[src/rtl/burst_memory.sv]
`default_nettype none
`timescale 1ns/1ps
// ============================================================================
// Module  : burst_memory
// Brief   : Single-port word memory accessed through burst commands. A write
//           burst stores byte-strobed beats at consecutive addresses; a read
//           burst streams words out under a valid/ready handshake. Addresses
//           wrap from DEPTH-1 to 0; a start address beyond DEPTH is rejected
//           with an error pulse.
// Revision: 1.0 - initial release
// ============================================================================
module burst_memory #(
  parameter int WIDTH   = 16,
  parameter int DEPTH   = 32,
  parameter int MAX_LEN = 8,
  localparam int ADDR_WIDTH = $clog2(DEPTH),
  localparam int LEN_WIDTH  = $clog2(MAX_LEN),
  localparam int SB         = WIDTH / 8
) (
  input  logic                  clk,
  input  logic                  res,
  input  logic                  cmd_valid,
  output logic                  cmd_ready,
  input  logic                  wr_rd,
  input  logic [ADDR_WIDTH-1:0] addr,
  input  logic [LEN_WIDTH-1:0]  len,
  input  logic                  wvalid,
  output logic                  wready,
  input  logic [WIDTH-1:0]      wdata,
  input  logic [SB-1:0]         wstrb,
  output logic                  rvalid,
  input  logic                  rready,
  output logic [WIDTH-1:0]      rdata,
  output logic                  rlast,
  output logic                  done,
  output logic                  err
);

  typedef enum logic [1:0] {
    IDLE = 2'd0,
    WR   = 2'd1,
    RD   = 2'd2
  } state_t;

  // DEPTH held one bit wider than the address so a power-of-two DEPTH is representable
  localparam logic [ADDR_WIDTH:0]   DEPTH_EXT = (ADDR_WIDTH + 1)'(DEPTH);
  localparam logic [ADDR_WIDTH-1:0] LAST_ADDR = ADDR_WIDTH'(DEPTH - 1);

  state_t                state_q, state_d;
  logic [WIDTH-1:0]      mem_q [DEPTH];
  logic [ADDR_WIDTH-1:0] cur_addr_q;
  logic [LEN_WIDTH-1:0]  beat_q;
  logic [LEN_WIDTH-1:0]  len_q;
  logic [WIDTH-1:0]      rdata_q;
  logic                  rvalid_q;
  logic                  rlast_q;
  logic                  done_q;
  logic                  err_q;

  logic                  cmd_acc;
  logic                  addr_ok;
  logic                  wr_beat;
  logic                  rd_beat;
  logic                  last_beat;
  logic [ADDR_WIDTH-1:0] next_addr;
  logic [LEN_WIDTH-1:0]  beat_inc;

  // Ready is combinational on reset so it is high in the very first cycle after release
  assign cmd_ready = (state_q == IDLE) && !res;
  assign wready    = (state_q == WR);
  assign rvalid    = rvalid_q;
  assign rdata     = rdata_q;
  assign rlast     = rlast_q;
  assign done      = done_q;
  assign err       = err_q;

  assign cmd_acc   = cmd_valid && cmd_ready;
  assign addr_ok   = ({1'b0, addr} < DEPTH_EXT);
  assign wr_beat   = (state_q == WR) && wvalid;
  assign rd_beat   = (state_q == RD) && rvalid_q && rready;
  assign last_beat = (beat_q == len_q);
  assign beat_inc  = beat_q + LEN_WIDTH'(1);
  assign next_addr = (cur_addr_q == LAST_ADDR) ? '0 : cur_addr_q + ADDR_WIDTH'(1);

  // State register
  always_ff @(posedge clk) begin
    if (res) begin
      state_q <= IDLE;
    end else begin
      state_q <= state_d;
    end
  end

  // Next-state selection: leave IDLE on a legal command, return after the final beat
  always_comb begin
    state_d = state_q;
    case (state_q)
      IDLE: begin
        if (cmd_acc && addr_ok) begin
          state_d = wr_rd ? WR : RD;
        end
      end
      WR: begin
        if (wr_beat && last_beat) begin
          state_d = IDLE;
        end
      end
      RD: begin
        if (rd_beat && rlast_q) begin
          state_d = IDLE;
        end
      end
      default: state_d = IDLE;
    endcase
  end

  // Datapath: command capture, strobed writes, read pipeline and completion pulses
  always_ff @(posedge clk) begin
    if (res) begin
      for (int i = 0; i < DEPTH; i++) begin
        mem_q[i] <= '0;
      end
      cur_addr_q <= '0;
      beat_q     <= '0;
      len_q      <= '0;
      rdata_q    <= '0;
      rvalid_q   <= 1'b0;
      rlast_q    <= 1'b0;
      done_q     <= 1'b0;
      err_q      <= 1'b0;
    end else begin
      done_q <= 1'b0;
      err_q  <= 1'b0;
      case (state_q)
        IDLE: begin
          if (cmd_acc) begin
            if (!addr_ok) begin
              done_q <= 1'b1;
              err_q  <= 1'b1;
            end else begin
              cur_addr_q <= addr;
              len_q      <= len;
              beat_q     <= '0;
              if (!wr_rd) begin
                // First read beat is fetched at acceptance so it is visible next cycle
                rdata_q  <= mem_q[addr];
                rvalid_q <= 1'b1;
                rlast_q  <= (len == '0);
              end
            end
          end
        end
        WR: begin
          if (wr_beat) begin
            for (int b = 0; b < SB; b++) begin
              if (wstrb[b]) begin
                mem_q[cur_addr_q][8*b +: 8] <= wdata[8*b +: 8];
              end
            end
            cur_addr_q <= next_addr;
            beat_q     <= beat_inc;
            if (last_beat) begin
              done_q <= 1'b1;
            end
          end
        end
        RD: begin
          if (rd_beat) begin
            if (rlast_q) begin
              rvalid_q <= 1'b0;
              rlast_q  <= 1'b0;
              done_q   <= 1'b1;
            end else begin
              rdata_q    <= mem_q[next_addr];
              cur_addr_q <= next_addr;
              beat_q     <= beat_inc;
              rlast_q    <= (beat_inc == len_q);
            end
          end
        end
        default: begin
          rvalid_q <= 1'b0;
        end
      endcase
    end
  end

endmodule
`default_nettype wire

[config.mk]
export PLATFORM = sky130hd
export DESIGN_NAME = burst_memory
export DESIGN_NICKNAME = d
export VERILOG_FILES = /design/src/rtl/burst_memory.sv
export SDC_FILE = /design/constraint.sdc
export NUM_CORES = 1
export LEC_CHECK = 0
export CORE_ASPECT_RATIO = 0.9
export CORE_MARGIN = 2
export CORE_UTILIZATION = 57
export CTS_CLUSTER_DIAMETER = 40
export DETAILED_ROUTE_END_ITERATION = 6
export PLACE_DENSITY = 0.88
export REMOVE_ABC_BUFFERS = 1
export SYNTH_ARGS = -nofsm -noshare
export SYNTH_HDL_FRONTEND = slang
export SYNTH_SLANG_ARGS = --single-unit
[constraint.sdc]
create_clock -name clk -period 2.72 [get_ports clk]
set_input_delay 0.544 -clock clk [delete_from_list [all_inputs] [get_ports clk]]
set_output_delay 0.544 -clock clk [all_outputs]
set_load 0.01 [all_outputs]
Word-level counts from Yosys, hierarchy flattened --
Memory sizes are Yosys's and may differ from the RTL's. Index checks and enable logic that the tools add are counted. W data, S select, Z words.
Storage, ports and cells: flip-flop bits (word level) 32, logic and storage cells 95, memories 1, bits in writable memories 512, output and inout port bits 22, bits of input ports 32
Memory list:
- mem_q | words 32, bits a word 16, read ports 2, clocked after Yosys merged registers in 0, write ports 32, line 50 | logic [WIDTH-1:0] mem_q [DEPTH];
Operators by class: mux-type cells 51, add/sub/neg operators 2, equal/unequal tests 13, bitwise operators 1, reductions and logical operators 19
Operators with widths (number):
- $mux W16 | 5
- $pmux W16 S2 | 1
- $mux W5 | 6
- $mux W1 | 24
- $reduce_or A16 Y1 | 1
- $pmux W5 S3 | 1
- $reduce_and A5 Y1 | 3
- $mux W3 | 4
- $mux W2 | 5
- $ne A2 B2 Y1 const B | 5
- $pmux W3 S3 | 1
- $logic_and A1 B1 Y1 | 7
- $eq A3 B3 Y1 | 2
- $ne A2 B1 Y1 const B | 3
- $pmux W2 S3 | 1
- $add A5 B1 Y5 const B | 1
- $eq A5 B5 Y1 const B | 1
- $pmux W1 S2 | 2
- $reduce_and A4 Y1 | 1
- $add A3 B1 Y3 const B | 1
- $logic_not A3 Y1 | 1
- $pmux W1 S3 | 1
- $reduce_and A3 Y1 | 1
- $reduce_bool A3 Y1 | 1
- 7 further kinds | 7

Depth between registers and ports, before layout --
word-level depth 8, gate-level depth with buffers 15, gate-level depth less buffers 9

Worst setup path after synthesis --
Ideal clock, no wire load.
path type flip-flop to flip-flop, start register cur_addr_q[0], end register rdata_q[14], in the netlist rdata[14], stages on the path, launching flop included 14, path buffers 5, required time 2.578 ns, arrival 2.692 ns, setup time 0.142 ns, setup slack -0.114 ns, period minus slack after synthesis 2.834 ns, cells stage by stage dfxtp_1 ha_1 buf_2 and3_1 ha_1 buf_6 or2_1 buf_2 buf_6 buf_6 mux4_2 mux2_2 o211ai_1 a311oi_1
Between the ends: word-level cells in the longest chain between the ends 6, elaborated cells on any way between the ends 7, classes of those cells 1 x add/sub; 1 x eq/ne; 4 x mux; 1 x memory
RTL lines:
- start: declaration | line 51 | logic [ADDR_WIDTH-1:0] cur_addr_q;
- start signal: assignment | line 141 | cur_addr_q <= addr;
- start signal: assignment | line 160 | cur_addr_q <= next_addr;
- start signal: assignment | line 175 | cur_addr_q <= next_addr;
- $add A5 B1 Y5 or $eq A5 B5 Y1 (tied branches) | line 83 | assign next_addr = (cur_addr_q == LAST_ADDR) ? '0 : cur_addr_q + ADDR_WIDTH'(1);
- $mux W5 * | line 83
- $mem_v2 Z32 W16 *
- $mux W16 * | line 169 | if (rlast_q) begin
- $mux W16 * | line 168 | if (rd_beat) begin
- $pmux W16 S2 * | line 134 | case (state_q)
- end signal: assignment | line 146 | rdata_q <= mem_q[addr];
- end signal: assignment | line 174 | rdata_q <= mem_q[next_addr];
- end: declaration | line 54 | logic [WIDTH-1:0] rdata_q;
Every way passes the cells marked *; elsewhere a longest branch is shown, timed or not. The select of a mux whose other input is x is not followed. A chain may end at the register's enable or synchronous reset.

Worst setup path after layout --
start register cur_addr_q[0], end register rdata_q[7], in the netlist rdata[7]
The elaborated chain is that of the path after synthesis.

==> tab_implementation.tex <==
\begin{tabular}{lr}
\hline
Metric & Value \\
\hline
\multicolumn{2}{l}{\textbf{Global routing}} \\
Number of antenna violations at the first check in global routing & 2 \\
Number of global-route vias before repair & 20984 \\
Remaining Overflow, GRT & 0 \\
Maximum number of pins on one net before global-route repair & 94 \\
Wire length of the first global-routing pass & 134 mm \\
Overall fraction of global-route tracks in use & 0.338 \\
\multicolumn{2}{l}{\textbf{Power and ir drop}} \\
Leakage power total & 12.8 nW \\
VDD IR-drop max & 0.000471 V \\
Total net switching power & 9.23 mW \\
Internal cell power & 19.0 mW \\
Switching share of total power & 0.327 \\
Clk pwr share & 0.346 \\
Portion of total power attributed to sequential cells & 0.351 \\
Total power per unit cell area & a little over 800 mW/mm\^{}2 \\
Part of the total power dissipated in combinational logic & 0.303 \\
\multicolumn{2}{l}{\textbf{Hold path}} \\
Path class of the lowest-slack min-delay path & in2reg \\
\multicolumn{2}{l}{\textbf{Layout}} \\
Filler cell count in the final layout & 3275 \\
Area added between synthesis and finish & 18.2\% \\
Storage element area & 0.0160 mm\^{}2 \\
Number of nets in the finished design & 2418 \\
Filler-free cell count of the finished design & 3125 \\
Fraction of final layout cells with drive strength greater than 1 & 0.269 \\
Area of combinational cells with multiple inputs & 0.0129 mm\^{}2 \\
\multicolumn{2}{l}{\textbf{Setup path}} \\
Delay of the slowest cell on the worst path & approximately 0.48 ns \\
CP Max Fanout & 6 \\
Category of the worst setup path launch point & register \\
Required time of the critical path & between 3 and 4 ns \\
Data arrival time of the critical path & 3.39 ns \\
Cells traversed along the worst timing path & ha\_4, and3\_4, ha\_4, or2\_4, buf\_6, clkbuf\_16, mux4\_2, a211oi\_1, nor4\_1, nand4\_1, a311oi\_1 \\
Cell with the largest stage delay on the worst path & sky130\_fd\_sc\_hd\_\_a211oi\_1 \\
Type of element capturing the critical path & register \\
Most frequent CP cell & sky130\_fd\_sc\_hd\_\_ha\_4 \\
Critical path type & reg2reg \\
\multicolumn{2}{l}{\textbf{Detailed routing}} \\
Average wire per standard cell & $\sim$30 um \\
DRC errors left & 28 \\
Number of detailed-route iterations in the first pass & 7 \\
Number of DRC violations after detailed-routing iteration 0 & 3967 \\
Total wire length & approximately 94 mm \\
Count of nets left with antenna violations after detail routing & 0 \\
Via total after detailed routing & 21988 \\
Via count normalized by instance count & 7.04 \\
\multicolumn{2}{l}{\textbf{Synthesis}} \\
Top FF cell, synth & sky130\_fd\_sc\_hd\_\_edfxtp\_1 \\
Number of synthesized flops with an enable pin & 512 \\
Cell types with the highest counts after synthesis & sky130\_fd\_sc\_hd\_\_and2\_1, sky130\_fd\_sc\_hd\_\_edfxtp\_1, sky130\_fd\_sc\_hd\_\_mux4\_2, sky130\_fd\_sc\_hd\_\_clkbuf\_1, sky130\_fd\_sc\_hd\_\_nand2\_1 \\
Cell type contributing the most total cell area after synthesis & sky130\_fd\_sc\_hd\_\_edfxtp\_1 \\
Synthesized area per cell & approximately 13 um\^{}2 \\
Area share of the largest cell type after synthesis & 0.522 \\
Synth unique cells & 53 \\
Post-synthesis cell count & 2229 \\
Yosys reg bits & 544 \\
Post-Syn Area & 0.0295 mm\^{}2 \\
Most frequent cell after synthesis & sky130\_fd\_sc\_hd\_\_and2\_1 \\
Area contributors post-synth & sky130\_fd\_sc\_hd\_\_edfxtp\_1, sky130\_fd\_sc\_hd\_\_mux4\_2, sky130\_fd\_sc\_hd\_\_and2\_1 \\
Sequential element share of the synthesized area & 0.543 \\
Post-synthesis async set-or-reset flop share & 0 \\
Warning count from the yosys run & 0 \\
\multicolumn{2}{l}{\textbf{Die}} \\
Die area & 0.0536 mm\^{}2 \\
Die X-Extent & 244 um \\
Num ports & 54 \\
Area of the placeable core & 0.0514 mm\^{}2 \\
Die Y & approximately 220 um \\
Initial standard-cell utilization of the core & 0.573 \\
Total number of placement rows & 79 \\
\multicolumn{2}{l}{\textbf{Placement}} \\
Port Buf Inserts & 52 \\
Total half-perimeter wirelength after legalization and detailed placement & 58.1 mm \\
Total instance count after detailed placement & 2969 \\
Global placement routability congestion & 0.999 \\
Worst setup slack after placement & -0.185 ns \\
\multicolumn{2}{l}{\textbf{Timing}} \\
Setup repair after global routing missed its margin & yes \\
Final hold violation count & 0 \\
Post-route worst setup slack & -0.178 ns \\
Slew headroom & 0.416 \\
Slew Viols, Final & 0 \\
Hold Worst Slack & 0.185 ns \\
Total Negative Setup Slacks & -0.443 ns \\
Highest clock rate & 345 MHz \\
Final Critical Period & 2.90 ns \\
Setup-failing EPs final & 8 \\
Final period utilization & 1.07 \\
Worst-Margin Slew & between 0.8 and 0.9 ns \\
Clock tree skew after final layout & 0.0273 ns \\
\multicolumn{2}{l}{\textbf{Clock network}} \\
Max Root-Sink Buffers & 3 \\
Clock Latency Late Sink & 0.63 ns \\
Number of hold-repair buffers added at the cts stage & 0 \\
Clock edge transition at the registers on the reported setup and hold paths & 0.06 ns \\
Number of buffers added by the clock tree synthesis step & 72 \\
Clk Tree Root Cell & sky130\_fd\_sc\_hd\_\_clkbuf\_16 \\
H-tree levels & 3 \\
TritonCTS clock tree & yes \\
Clock tree sinks & between 500 and 600 \\
\multicolumn{2}{l}{\textbf{Job}} \\
Max-cap viol count & 0 \\
\multicolumn{2}{l}{\textbf{Status}} \\
Run status & complete, but fails checks \\
Failing checks & DRC, setup timing \\
\hline
\end{tabular}
==> logic make-up after synthesis <==
group	Yosys count	synth area share
xor gates and xnor gates	6	0.00178
adders and majority gates	10	0.00424
buffers and inverters	197	0.0287
DFF	544	0.543
and+or+nand+nor	966	0.185
muxes	284	0.186
other	1	0.000127
AOI/OAI and AO/OA	221	0.0510
==> path summary, 6_finish.rpt <==
path	startpoint	endpoint	slack [ns]	cells after the start
worst max-delay path	cur_addr_q[0]	rdata[7]	-0.18	11
worst min-delay path	res	len_q[0]	0.19	2
worst max register to register	cur_addr_q[0]	rdata[7]	-0.18	11
worst min register to register	len_q[0]	len_q[0]	0.47	2
==> layout by cell type, fill, tap and decap left out, types with 17 or more instances in the layout <==
cell type and count:
sky130_fd_sc_hd__mux4_2 210, sky130_fd_sc_hd__clkbuf_16 79, sky130_fd_sc_hd__buf_12 24, sky130_fd_sc_hd__a22oi_1 17, sky130_fd_sc_hd__or2_2 67, sky130_fd_sc_hd__nor2_1 97, sky130_fd_sc_hd__buf_4 168, sky130_fd_sc_hd__a221oi_1 25
sky130_fd_sc_hd__clkdlybuf4s50_1 49, sky130_fd_sc_hd__a21oi_1 22, sky130_fd_sc_hd__o21ai_0 32, sky130_fd_sc_hd__a211oi_1 41, sky130_fd_sc_hd__edfxtp_1 512, sky130_fd_sc_hd__dfxtp_1 30, sky130_fd_sc_hd__nand3_1 24, sky130_fd_sc_hd__and3_1 32
sky130_fd_sc_hd__nor3_1 35, sky130_fd_sc_hd__mux2i_1 70, sky130_fd_sc_hd__nand4_1 17, sky130_fd_sc_hd__and2_1 543, sky130_fd_sc_hd__nand2_1 112
==> area by class of cell <==
class                   count  share of cell area
diodes                      2            0.000144
multi-input cells        1488               0.369
flip-flops and latches    544               0.460
clock buffers              78              0.0523
clock inverters            55              0.0188
well taps                 688              0.0247
inverters                  10             0.00108
repair buffers            260              0.0745
==> repair_timing <==
action                                  4_1_cts  5_1_grt
endpoints found under the setup margin       15       17
pin swaps                                     1       16
setup buffers                                 0       14
cloned                                        0        8
resized for setup                            21       48
==> critical path, delay by kind of cell, from the launching register on <==
family	cells	cell delay, ns
buffers and inverters	2	0.33
multiplexers	1	0.46
AO/OA/AOI/OAI	2	0.59
flip-flops	1	0.34
AND/OR/NAND/NOR	4	0.73
adder cells (fa/ha/maj)	2	0.32
==> power by group through the flow <==
stage	clock network (mW)	logic [mW]	registers [mW]
floorplan	0	4.30	9.93
global placement	0	7.09	10.0
detailed placement	0	7.23	10.0
CTS	9.73	7.42	9.87
global route	10.1	8.76	9.93
finish	9.79	8.58	9.92
==> stage by stage <==
| step | instance area [um^2] | power (mW) | utilization |
|---|---|---|---|
| after detailed placement | 31800 | 17.3 | 0.620 |
| after global routing | 34800 | 28.8 | 0.678 |
| after CTS | 34400 | 27.0 | 0.669 |
| final | 34800 | 28.3 | 0.678 |
| after global placement | 31800 | 17.1 | 0.620 |
| after floorplan | 28700 | 14.2 | - |
==> flip-flops by register name (all words and copies together), names as in the netlist <==
register	count
beat_q	3
cur_addr_q	5
done	1
len_q	3
mem_q	512
rdata	16
rlast	1
rvalid	1
state_q	2
==> layer usage <==
layer	share of wire	track usage	vias up
met3	0.18	0.125	498
met2	0.44	0.512	2258
met1	0.33	0.443	10509
met4	0.057	0.141	0
li1	-	-	8723
met5	0	0	-
(Power assumes the default switching activity.)
